`src/rtl/fetch_decode_hazard_reg.sv`:
```
// IF/ID pipeline register with load-use hazard detection, branch squash
// and saturating stall/flush performance counters.
module fetch_decode_hazard_reg #(
  parameter int unsigned CNT_W    = 16,
  parameter logic [31:0] NOP_WORD = 32'h00000000
) (
  input  logic             Clk,
  input  logic             Rst_n,
  input  logic [31:0]      InstructionIn,
  input  logic [31:0]      PCAddrIn,
  input  logic             IDEX_MemReadIn,
  input  logic [4:0]       IDEX_rtIn,
  input  logic             BranchTakenIn,
  output logic [31:0]      InstructionOut,
  output logic [31:0]      PCAddrOut,
  output logic             ValidOut,
  output logic             PCWriteOut,
  output logic             BubbleOut,
  output logic [CNT_W-1:0] StallCount,
  output logic [CNT_W-1:0] FlushCount
);

  typedef enum logic [1:0] {
    ActLoad,
    ActStall,
    ActFlush
  } actionT;

  logic [5:0] opField;
  logic [4:0] rsField;
  logic [4:0] rtField;
  logic       usesRt;
  logic       hazard;
  actionT     action;

  assign opField = InstructionOut[31:26];
  assign rsField = InstructionOut[25:21];
  assign rtField = InstructionOut[20:16];

  always_comb begin
    usesRt = 1'b0;
    case (opField)
      6'h00, 6'h04, 6'h05, 6'h2B: usesRt = 1'b1;
      default:                    usesRt = 1'b0;
    endcase
  end

  // Writes to $zero are discarded, so an rt of zero never needs a stall.
  always_comb begin
    hazard = ValidOut & IDEX_MemReadIn & (IDEX_rtIn != 5'd0) &
             ((IDEX_rtIn == rsField) | (usesRt & (IDEX_rtIn == rtField)));
  end

  always_comb begin
    PCWriteOut = ~hazard | BranchTakenIn;
    BubbleOut  = hazard | BranchTakenIn;
  end

  always_comb begin
    action = ActLoad;
    if (BranchTakenIn) begin
      action = ActFlush;
    end else if (hazard) begin
      action = ActStall;
    end
  end

  always_ff @(posedge Clk or negedge Rst_n) begin
    if (!Rst_n) begin
      InstructionOut <= NOP_WORD;
      PCAddrOut      <= '0;
      ValidOut       <= 1'b0;
      StallCount     <= '0;
      FlushCount     <= '0;
    end else begin
      case (action)
        ActFlush: begin
          InstructionOut <= NOP_WORD;
          PCAddrOut      <= PCAddrIn;
          ValidOut       <= 1'b0;
          if (FlushCount != '1) begin
            FlushCount <= FlushCount + 1'b1;
          end
        end
        ActStall: begin
          if (StallCount != '1) begin
            StallCount <= StallCount + 1'b1;
          end
        end
        default: begin
          InstructionOut <= InstructionIn;
          PCAddrOut      <= PCAddrIn;
          ValidOut       <= 1'b1;
        end
      endcase
    end
  end

endmodule

```
`config.mk`:
```
export PLATFORM = sky130hd
export DESIGN_NAME = fetch_decode_hazard_reg
export DESIGN_NICKNAME = d
export VERILOG_FILES = /design/src/rtl/fetch_decode_hazard_reg.sv
export SDC_FILE = /design/constraint.sdc
export NUM_CORES = 1
export LEC_CHECK = 0
export ABC_AREA = 1
export CORE_MARGIN = 10
export CORE_UTILIZATION = 25
export CTS_CLUSTER_DIAMETER = 150
export DETAILED_ROUTE_END_ITERATION = 6
export GPL_TIMING_DRIVEN = 0
export PLACE_DENSITY = 0.49
export SYNTH_ARGS = -nofsm -noshare
export SYNTH_HDL_FRONTEND = slang
export SYNTH_SLANG_ARGS = --single-unit
```
`constraint.sdc`:
```
create_clock -name Clk -period 3.2 [get_ports Clk]
set_input_delay 0.32 -clock Clk [delete_from_list [all_inputs] [get_ports Clk]]
set_output_delay 0.32 -clock Clk [all_outputs]
set_load 0.03 [all_outputs]
```
# Word level (Yosys, flattened, before mapping)
# Index checks and enable logic that the tools add are counted.
# totals
register_bits	97
latch_bits	0
mem_bits_rw	0
mem_bits_ro	0
input_bits	73
out_inout_bits	99
wordCells	34
n_memories	0
# op_classes
add_sub_neg	2
multipliers	0
n_div	0
n_lt_le_gt_ge	0
n_eq_ne	9
n_shift	0
mux	5
bitwise	8
reduce_logical	5
# ops
operator	count
32-bit one-hot mux with 2 select lines	1
16-bit by 1-bit adder with 16-bit output, second input constant	2
16-bit inequality test, second input constant	2
6-bit by 3-bit equality test with 1-bit output, second input constant	2
5-bit equality test	2
6-bit equality test, second input constant	1
6-bit zero test	1
5-bit nonzero test	1
1-bit AND	4
2-bit AND reduction	2
4-bit OR reduction	1
1-bit OR	3
2-bit by 1-bit equality test with 1-bit output, second input constant	1
2-bit equality test, second input constant	1
1-bit 2-to-1 mux	2
2-bit 2-to-1 mux	1
1-bit one-hot mux with 2 select lines	1
1-bit inverter	1

# Depth between registers and ports, before layout
# Gate-level depths: netlist of the first run.
# logic_depth
depth_word	10
ltp_mapped	11
ltp_nobuf	10

# Least setup slack after synthesis of the first run
# OpenSTA, ideal clock, no wires.
# synth_timing
kind	flip-flop to output port
startpoint	register InstructionOut[17]
endpoint	output BubbleOut
t_arrival_ns	1.748
required_time_ns	2.880
slack_ns	1.132
path_stages_with_launch	11
n_path_buf	2
path_cell_list	dfrtp_1 inv_1 nand2_1 nand2_1 nor2_1 nand3_1 o21ai_2 nand3_2 buf_6 buf_2 nand2_1
# synth_via
elab_chain_cells	5
# synth_rtl
element	line	text
from (decl)	14	output logic [31:0] InstructionOut,
from (signal assigned)	91	InstructionOut <= InstructionIn;
5-bit equality test	51	((IDEX_rtIn == rsField) | (usesRt & (IDEX_rtIn == rtField)));
1-bit AND	51	
1-bit OR	51	
1-bit AND	50	hazard = ValidOut & IDEX_MemReadIn & (IDEX_rtIn != 5'd0) &
1-bit OR	56	BubbleOut = hazard | BranchTakenIn;
to (decl)	18	output logic BubbleOut,
# Every way passes these cells.

# Worst setup path after layout of the first run
# layout_timing
startpoint	input IDEX_rtIn[3]
endpoint	output PCWriteOut
# layout_via
elab_chain_cells	6
elab_cells_between_ends	9
classes_between	eq/ne: 2; bitwise: 6; reduce/logical: 1
# layout_rtl
element	line	text
from (decl)	12	input logic [4:0] IDEX_rtIn,
5-bit equality test	51	
1-bit AND	51	
1-bit OR	51	
1-bit AND *	50	
1-bit inverter *	55	PCWriteOut = ~hazard | BranchTakenIn;
1-bit OR *	55	
to (decl)	17	output logic PCWriteOut,
# Mark *: on every way between the ends. The rest lies on a longest branch, timed or not.

==> run_results.csv, run 1 <==
group,metric,value,unit
floorplan,die-height,154.5,um
layout,layout_cell_share_with_drive_strength_beyond_1,5.676,%
layout,multiInputGateArea,0.001849,sq mm
layout,fin_nets,810,
setup_path,critical_path.startpoint_type,"primary input",
sta,setup_viol,0,
setup_path,crit_family,"buffers and inverters",
sta,unrepaired_setup_endpoints_after_global_routing,"false",
synth,yosys_warnings,0,
sta,period_needed,2896,ps
floorplan,row_count,49,
power_and_ir_drop,seqPwrFrac,43.5,%
global_route,grt_pass1_wl,24140,um
global_route,grt_use_total,12.66,%
global_route,antenna_found_initial,0,
layout,seqCellArea,0.002427,sq mm
cts,max-clock-path-buffers,2,
floorplan,starting_density,25.27,%
cts,cts.sinks,97,
sta,final_hold_viol_count,0,
synth,post_synth_inst_count,551,
sta,maxClockFrequency,0.3453,GHz
synth,seq_total_area_yosys,53.67,%
synth,compound_gate_fraction_of_synth_area,0.6916,%
power_and_ir_drop,switching_power,952.9,uW
setup_path,crit_required,2880,ps
power_and_ir_drop,power_frac_clock,35.5,%
cts,numCtsBuffers,9,
sta,fin_worst_skew,12.35,ps
sta,fin_setup_tns,0,ps
cts,clk_pin_slew,70,ps
power_and_ir_drop,irDropWorstVdd,0.2708,mV
synth,synth-simple-area-share,34.02,%
floorplan,floorplan.die.width,154.5,um
power_and_ir_drop,power,3.235,mW
setup_path,biggest_fanout_along_the_worst_timing_path,10,
power_and_ir_drop,comb_power_share,21.0,%
detailed_routing,drt_first_pass_iters,4,
place,global_placement_routability_congestion,0.8670,
detailed_routing,routed_wl,15230,um
synth,yosys.cell_types.count,29,
floorplan,boundaryPins,172,
place,detailedPlacementHpwl,11780,um
setup_path,path_buf_inv,5,
cts,clock_tree.htree_level_count,3,
global_route,grt-ovfl-total,0,
floorplan,core_area,0.01790,sq mm
sta,final.period_utilization,90.51,%
synth,netlist_area,0.004523,sq mm
layout,finalNonFillerCells,969,
place,placed_cells_incl_taps,952,
layout,number_of_filler_instances_in_the_final_layout,1870,
setup_path,critical_path_start_end_classification,"in -> out",
cts,worst_skew_pair.late_latency,350,ps
floorplan,floorplan.die_area,0.02387,sq mm
power_and_ir_drop,p_leak,3.255,nW
setup_path,worstSetupEndpointType,"output pin",
setup_path,slowest_delay,700,ps
run_status,outcome,"finished clean",
global_route,grt_start_max_net_pins,56,
setup_path,worstPathCellList,"clkdlybuf4s50_1, nor3_1, nand3_1, nand3_1, inv_1, nand3_2, buf_6, buf_2, clkdlybuf4s50_1",
detailed_routing,antenna_left,0,
power_and_ir_drop,swShare,29.46,%
layout,layout_common_cells,"252 x sky130_fd_sc_hd__nand2_1, 169 x sky130_fd_sc_hd__clkdlybuf4s50_1, 97 x sky130_fd_sc_hd__dfrtp_1",
place,port_buffers,171,
synth,post_synth_mux_area_share,0,%
layout,final_common_cell,"sky130_fd_sc_hd__nand2_1",
detailed_routing,via_count,4195,
detailed_routing,vias_per_cell,4.329,
hold_path,holdCritPathClass,"reg -> reg",
synth,post_synth_xor_area_fraction,5.615,%
setup_path,cp_slowest_cell,"sky130_fd_sc_hd__clkdlybuf4s50_1",
synth,main_combinational_cell_family_by_area_after_synthesis,"simple AND/OR/NAND/NOR gates",
global_route,grt_pass1_vias,4217,
layout,area_growth,51.98,%
detailed_routing,routed_wire_length_per_instance,15.72,um
synth,post_synth.cell_area_avg,8.209,sq um
cts,cts_tree,"built",
detailed_routing,remaining_drc_errors,0,
setup_path,arrival,2580,ps
synth,mappedNetlistNets,626,
detailed_routing,drt_iter0_drc,179,
power_and_ir_drop,power_density,470.5,mW/mm^2
power_and_ir_drop,internal_power,2.282,mW
flow_run,drv_cap,0,
cts,cts_root_buf,"sky130_fd_sc_hd__clkbuf_16",
synth,post_synth_fa_ha_maj_area_fraction,0.5533,%
sta,slew_headroom,59.65,%
layout,final_core_utilization,38.40,%
synth,yosys_register_bits,97,
sta,max_slew.worst_pin.slew,605.3,ps
sta,report.final.slew_viol_count,0,
sta,hold-worst-slack,472.6,ps
layout,n_antenna_cell,0,
[final cells by class]
type | count | share of cell area (%)
Buffer | 21 | 1.784
Clock buffer | 12 | 3.731
Clock inverter | 4 | 0.8555
Inverter | 33 | 1.802
Multi-Input combinational cell | 400 | 26.90
Sequential cell | 97 | 35.31
Tap cell | 229 | 4.168
Timing Repair Buffer | 173 | 25.45
[state kept, by name, summed over array words and instances, names as in the netlist]
register        count
PCAddrOut          32
StallCount         16
FlushCount         16
InstructionOut     32
ValidOut            1
[Yosys cell counts]
library cell	number	share of area [%]
sky130_fd_sc_hd__inv_1	28	2.3
sky130_fd_sc_hd__o21bai_1	1	0.17
sky130_fd_sc_hd__and3_1	1	0.14
sky130_fd_sc_hd__xor2_1	14	2.7
sky130_fd_sc_hd__o21ai_2	1	0.19
sky130_fd_sc_hd__clkbuf_1	8	0.66
sky130_fd_sc_hd__nor3_2	1	0.22
sky130_fd_sc_hd__nand3_2	1	0.22
sky130_fd_sc_hd__inv_2	4	0.33
sky130_fd_sc_hd__xnor2_1	15	2.9
sky130_fd_sc_hd__nor3_1	6	0.66
sky130_fd_sc_hd__nor2_2	2	0.28
sky130_fd_sc_hd__clkinv_1	1	0.083
sky130_fd_sc_hd__o21ai_0	2	0.22
sky130_fd_sc_hd__nand4_2	1	0.28
sky130_fd_sc_hd__buf_4	6	1.0
sky130_fd_sc_hd__nor2_1	28	2.3
sky130_fd_sc_hd__nand3_1	50	5.5
sky130_fd_sc_hd__nand2_1	252	21
sky130_fd_sc_hd__nand4_1	18	2.5
sky130_fd_sc_hd__dfrtp_1	97	54
sky130_fd_sc_hd__buf_2	5	0.55
sky130_fd_sc_hd__nand3b_1	1	0.17
sky130_fd_sc_hd__nand3_4	1	0.39
sky130_fd_sc_hd__nor2_4	1	0.25
sky130_fd_sc_hd__nor3b_1	1	0.17
sky130_fd_sc_hd__buf_6	2	0.50
sky130_fd_sc_hd__o21ai_1	1	0.11
sky130_fd_sc_hd__ha_1	2	0.55
[layer usage]
layer	GRT usage [%]	share of wire, %
met5	0	0
met3	5.241	8.2
met1	15.09	43
met4	3.554	1.2
met2	20.46	48
[worst reg2reg max path: stages (launching register included)]
cell                       delay, ps
sky130_fd_sc_hd__dfrtp_1         420
sky130_fd_sc_hd__ha_1            230
sky130_fd_sc_hd__nand3_1         100
sky130_fd_sc_hd__nor2_2          170
sky130_fd_sc_hd__nand2_1         130
sky130_fd_sc_hd__nor2_2          140
sky130_fd_sc_hd__nand3_4         130
sky130_fd_sc_hd__clkbuf_1        260
sky130_fd_sc_hd__nand4_1         180
sky130_fd_sc_hd__nand2_1          60
[metrics by stage]
step	instance area, sq um	setup WS [ps]
floorplan	4523	1132
detailed placement	6546	166.6
global route	6874	101.1
finish	6874	303.6
CTS	6872	156.7
global placement	6521	-2037
[worst paths after layout]
path                                  to  slack [ps]          start  depth (start not counted)
max                           PCWriteOut         300   IDEX_rtIn[3]                          9
max reg2reg                StallCount[6]        1280  StallCount[0]                          9
min                         PCAddrOut[0]         470   PCAddrOut[0]                          2
min reg2reg                 PCAddrOut[0]         470   PCAddrOut[0]                          2
max in group asynchronous  StallCount[2]        1980          Rst_n                          3
min in group asynchronous   PCAddrOut[1]         520          Rst_n                          2
[power groups by stage]
stage	combinational [mW]	sequential, mW	clock, mW
6_report	0.679	1.41	1.15
5_1_grt	0.732	1.42	1.24
4_1_cts	0.693	1.41	1.20
3_5_place_dp	0.689	1.43	0
3_3_place_gp	0.680	1.43	0
2_1_floorplan	0.149	1.59	0
[cells by family (layout without fill, tap and decap cells)]
kind of cell,count (synthesis),after routing
AOI/OAI and AO/OA,5,5
buffers and inverters,54,243
xor gates and xnor gates,29,29
adders and majority gates,2,2
and+or+nand+nor,364,364
DFF,97,97
[timing repair]
action | in CTS | in global routing
buffers inserted | 0 | 0
hold endpoints to repair | 24 | 0
gates resized for setup | 0 | 1
endpoints found under the setup margin | 0 | 1
hold buffers | 1 | 0
Note: power is estimated with default switching activity, not from simulation.
==> run 2, diff against run 1 <==
Settings changed: RECOVER_POWER set to 100.
==> run 2 against run 1 <==
Clock skew is 0.90 ps higher. Register-to-register slack worse by 510 ps. Critical endpoint unchanged. Global-route usage stayed put. Non-clock buffer count stayed put. Hold slack worse by 4.9 ps. Maximum frequency is 1.5% lower.
==> run_results.csv, run 2 (synthesis results as in run 1) <==
group,metric,value,unit
setup_path,critical_path.startpoint_type,"primary input",
setup_path,crit_path_frequent_cell,"sky130_fd_sc_hd__nand2_1",
cts,max-clock-path-buffers,2,
global_route,globalRouteMet2Util,20.46,%
sta,fin_setup_tns,0,ps
sta,hold-worst-slack,467.8,ps
layout,area_growth,50.54,%
setup_path,rr_endpoint,"StallCount[8]",
place,global_placement_routability_congestion,0.8670,
detailed_routing,routed_wire_length_per_instance,15.65,um
detailed_routing,antenna_left,0,
detailed_routing,drt_iter0_drc,182,
global_route,grt-ovfl-total,0,
layout,final_core_utilization,38.03,%
setup_path,worstSetupEndpointType,"output pin",
power_and_ir_drop,power_density,469.2,mW/mm^2
layout,layout_common_cells,"252 x sky130_fd_sc_hd__nand2_1, 100 x sky130_fd_sc_hd__dlygate4sd3_1, 97 x sky130_fd_sc_hd__dfrtp_1",
setup_path,rr_startpoint,"StallCount[0]",
layout,number_of_filler_instances_in_the_final_layout,1881,
cts,worst_skew_pair.late_latency,350,ps
setup_path,critical_path.endpoint,"PCWriteOut",
sta,max_slew.worst_pin.slew,1170,ps
detailed_routing,drt_first_pass_iters,4,
layout,stdcell_area,0.006809,sq mm
sta,period_needed,2939,ps
cts,post_cts.repair.setup_buffers,0,
sta,final.period_utilization,91.86,%
floorplan,die-height,154.5,um
floorplan,floorplan.die_area,0.02387,sq mm
setup_path,arrival,2620,ps
floorplan,boundaryPins,172,
sta,unrepaired_setup_endpoints_after_global_routing,"false",
cts,cts.sinks,97,
sta,setup_viol,0,
setup_path,crit_required,2880,ps
hold_path,holdCritPathClass,"reg -> reg",
global_route,grt_pass1_vias,4217,
detailed_routing,remaining_drc_errors,0,
hold_path,holdCritStartpoint,"PCAddrOut[0]",
sta,slew_headroom,21.99,%
sta,fin_worst_skew,13.24,ps
floorplan,row_count,49,
layout,reg.largest.list,"InstructionOut: 32 flops, PCAddrOut: 32 flops",
floorplan,starting_density,25.27,%
floorplan,core_area,0.01790,sq mm
place,detailed_place.area,0.006546,sq mm
cts,clock_tree.htree_level_count,3,
global_route,grt_pass1_wl,24140,um
flow_run,drv_cap,0,
global_route,gr-max-usage-layer,"met2",
floorplan,floorplan.die.width,154.5,um
power_and_ir_drop,irDropWorstVdd,0.2599,mV
detailed_routing,vias_per_cell,4.355,
setup_path,worstPathCellList,"clkdlybuf4s50_1, inv_1, nand2_1, o21ai_0, nor2_1, nand2_1, o21ai_2, nand3_2, buf_6, buf_2, dlygate4sd3_1",
layout,final_common_cell,"sky130_fd_sc_hd__nand2_1",
layout,fin_nets,810,
detailed_routing,routed_wl,15170,um
global_route,use_met3,5.241,%
setup_path,register_to_register_setup_slack,770,ps
layout,n_antenna_cell,0,
global_route,grt_start_max_net_pins,56,
sta,maxClockFrequency,0.3402,GHz
setup_path,critical_path_start_end_classification,"in -> out",
setup_path,biggest_fanout_along_the_worst_timing_path,10,
sta,report.final.slew_viol_count,0,
setup_path,slowest_delay,700,ps
layout,layout_cell_share_with_drive_strength_beyond_1,3.919,%
place,port_buffers,171,
detailed_routing,via_count,4220,
global_route,grt_use_total,12.66,%
power_and_ir_drop,p_leak,3.377,nW
global_route,antenna_found_initial,0,
setup_path,crit_start,"IDEX_rtIn[3]",
cts,numCtsBuffers,9,
run_status,outcome,"finished clean",
layout,finalNonFillerCells,969,
place,placed_cells_incl_taps,952,
place,detailedPlacementHpwl,11780,um
global_route,gr-usage-met1,15.09,%
cts,cts_tree,"built",
setup_path,cp_slowest_cell,"sky130_fd_sc_hd__dlygate4sd3_1",
cts,clk_pin_slew,70,ps
sta,final_hold_viol_count,0,
cts,cts_root_buf,"sky130_fd_sc_hd__clkbuf_16",
setup_path,timing.reg2reg.worst_path_depth,10,
## run 2: worst max-delay path, delay by kind of cell
| kind | cells | cell delay, ps |
|---|---|---|
| and+or+nand+nor | 4 | 350 |
| AOI/OAI and AO/OA | 2 | 270 |
| buffers and inverters | 5 | 1670 |
## run 2: how the worst min path moves through the flow
stage	to	slack [ps]	depth (start not counted)
after global placement	PCAddrOut[9]	450	2
after CTS	PCAddrOut[17]	480	2
after global routing	PCAddrOut[28]	490	2
after floorplan	FlushCount[0]	20	0
final	PCAddrOut[0]	470	2
after detailed placement	PCAddrOut[1]	370	1
## run 2: cell type report
| class | count | area, sq um | area share (%) |
|---|---|---|---|
| inverters | 33 | 123.9 | 1.819 |
| plain buffers | 21 | 92.59 | 1.360 |
| clock inverters | 4 | 58.81 | 0.8637 |
| multi-input cells | 400 | 1826 | 26.81 |
| flip-flops and latches | 97 | 2427 | 35.65 |
| well taps | 229 | 286.5 | 4.208 |
| clock buffers | 12 | 256.5 | 3.767 |
| repair buffers | 173 | 1738 | 25.52 |
## run 2: power by group
part | switching (mW) | internal (mW) | total [mW]
clock network | 0.488 | 0.660 | 1.15
registers | 0.0880 | 1.32 | 1.40
logic | 0.372 | 0.271 | 0.643
## run 2: timing repair
| action | in CTS | in global routing |
|---|---|---|
| endpoints found under the hold margin | 24 | 0 |
| resized for setup | 0 | 1 |
| endpoints found under the setup margin | 0 | 1 |
| hold buffers | 1 | 0 |
## run 2: stage by stage
stage | worst slack [ps] | power, mW
final | 260.6 | 3.195
after global routing | 58.14 | 3.356
after CTS | 156.7 | 3.300
after detailed placement | 166.6 | 2.121
after global placement | -2037 | 2.107
after floorplan | 1132 | 1.743
## run 2: per-layer routing
layer	wire, um	up-vias
li1	-	2099
met5	0	-
met2	7337	118
met3	1264	10
met4	195	0
met1	6369	1993
==> run 3, diff against run 2 <==
Clock period 3.2 ns to 3.21 ns, I/O delays scaled along.
==> results of run 3 <==
Same layout as run 2 (identical final DEF). Status: finished clean.
Main changes from that run: setup slack after placement 166.6 ps -> 174.6 ps; setup slack after layout 260.6 ps -> 268.6 ps; register-to-register setup slack 770 ps -> 780 ps; total power 3.195 mW -> 3.185 mW; worst IR drop on VDD 0.2599 mV -> 0.2591 mV
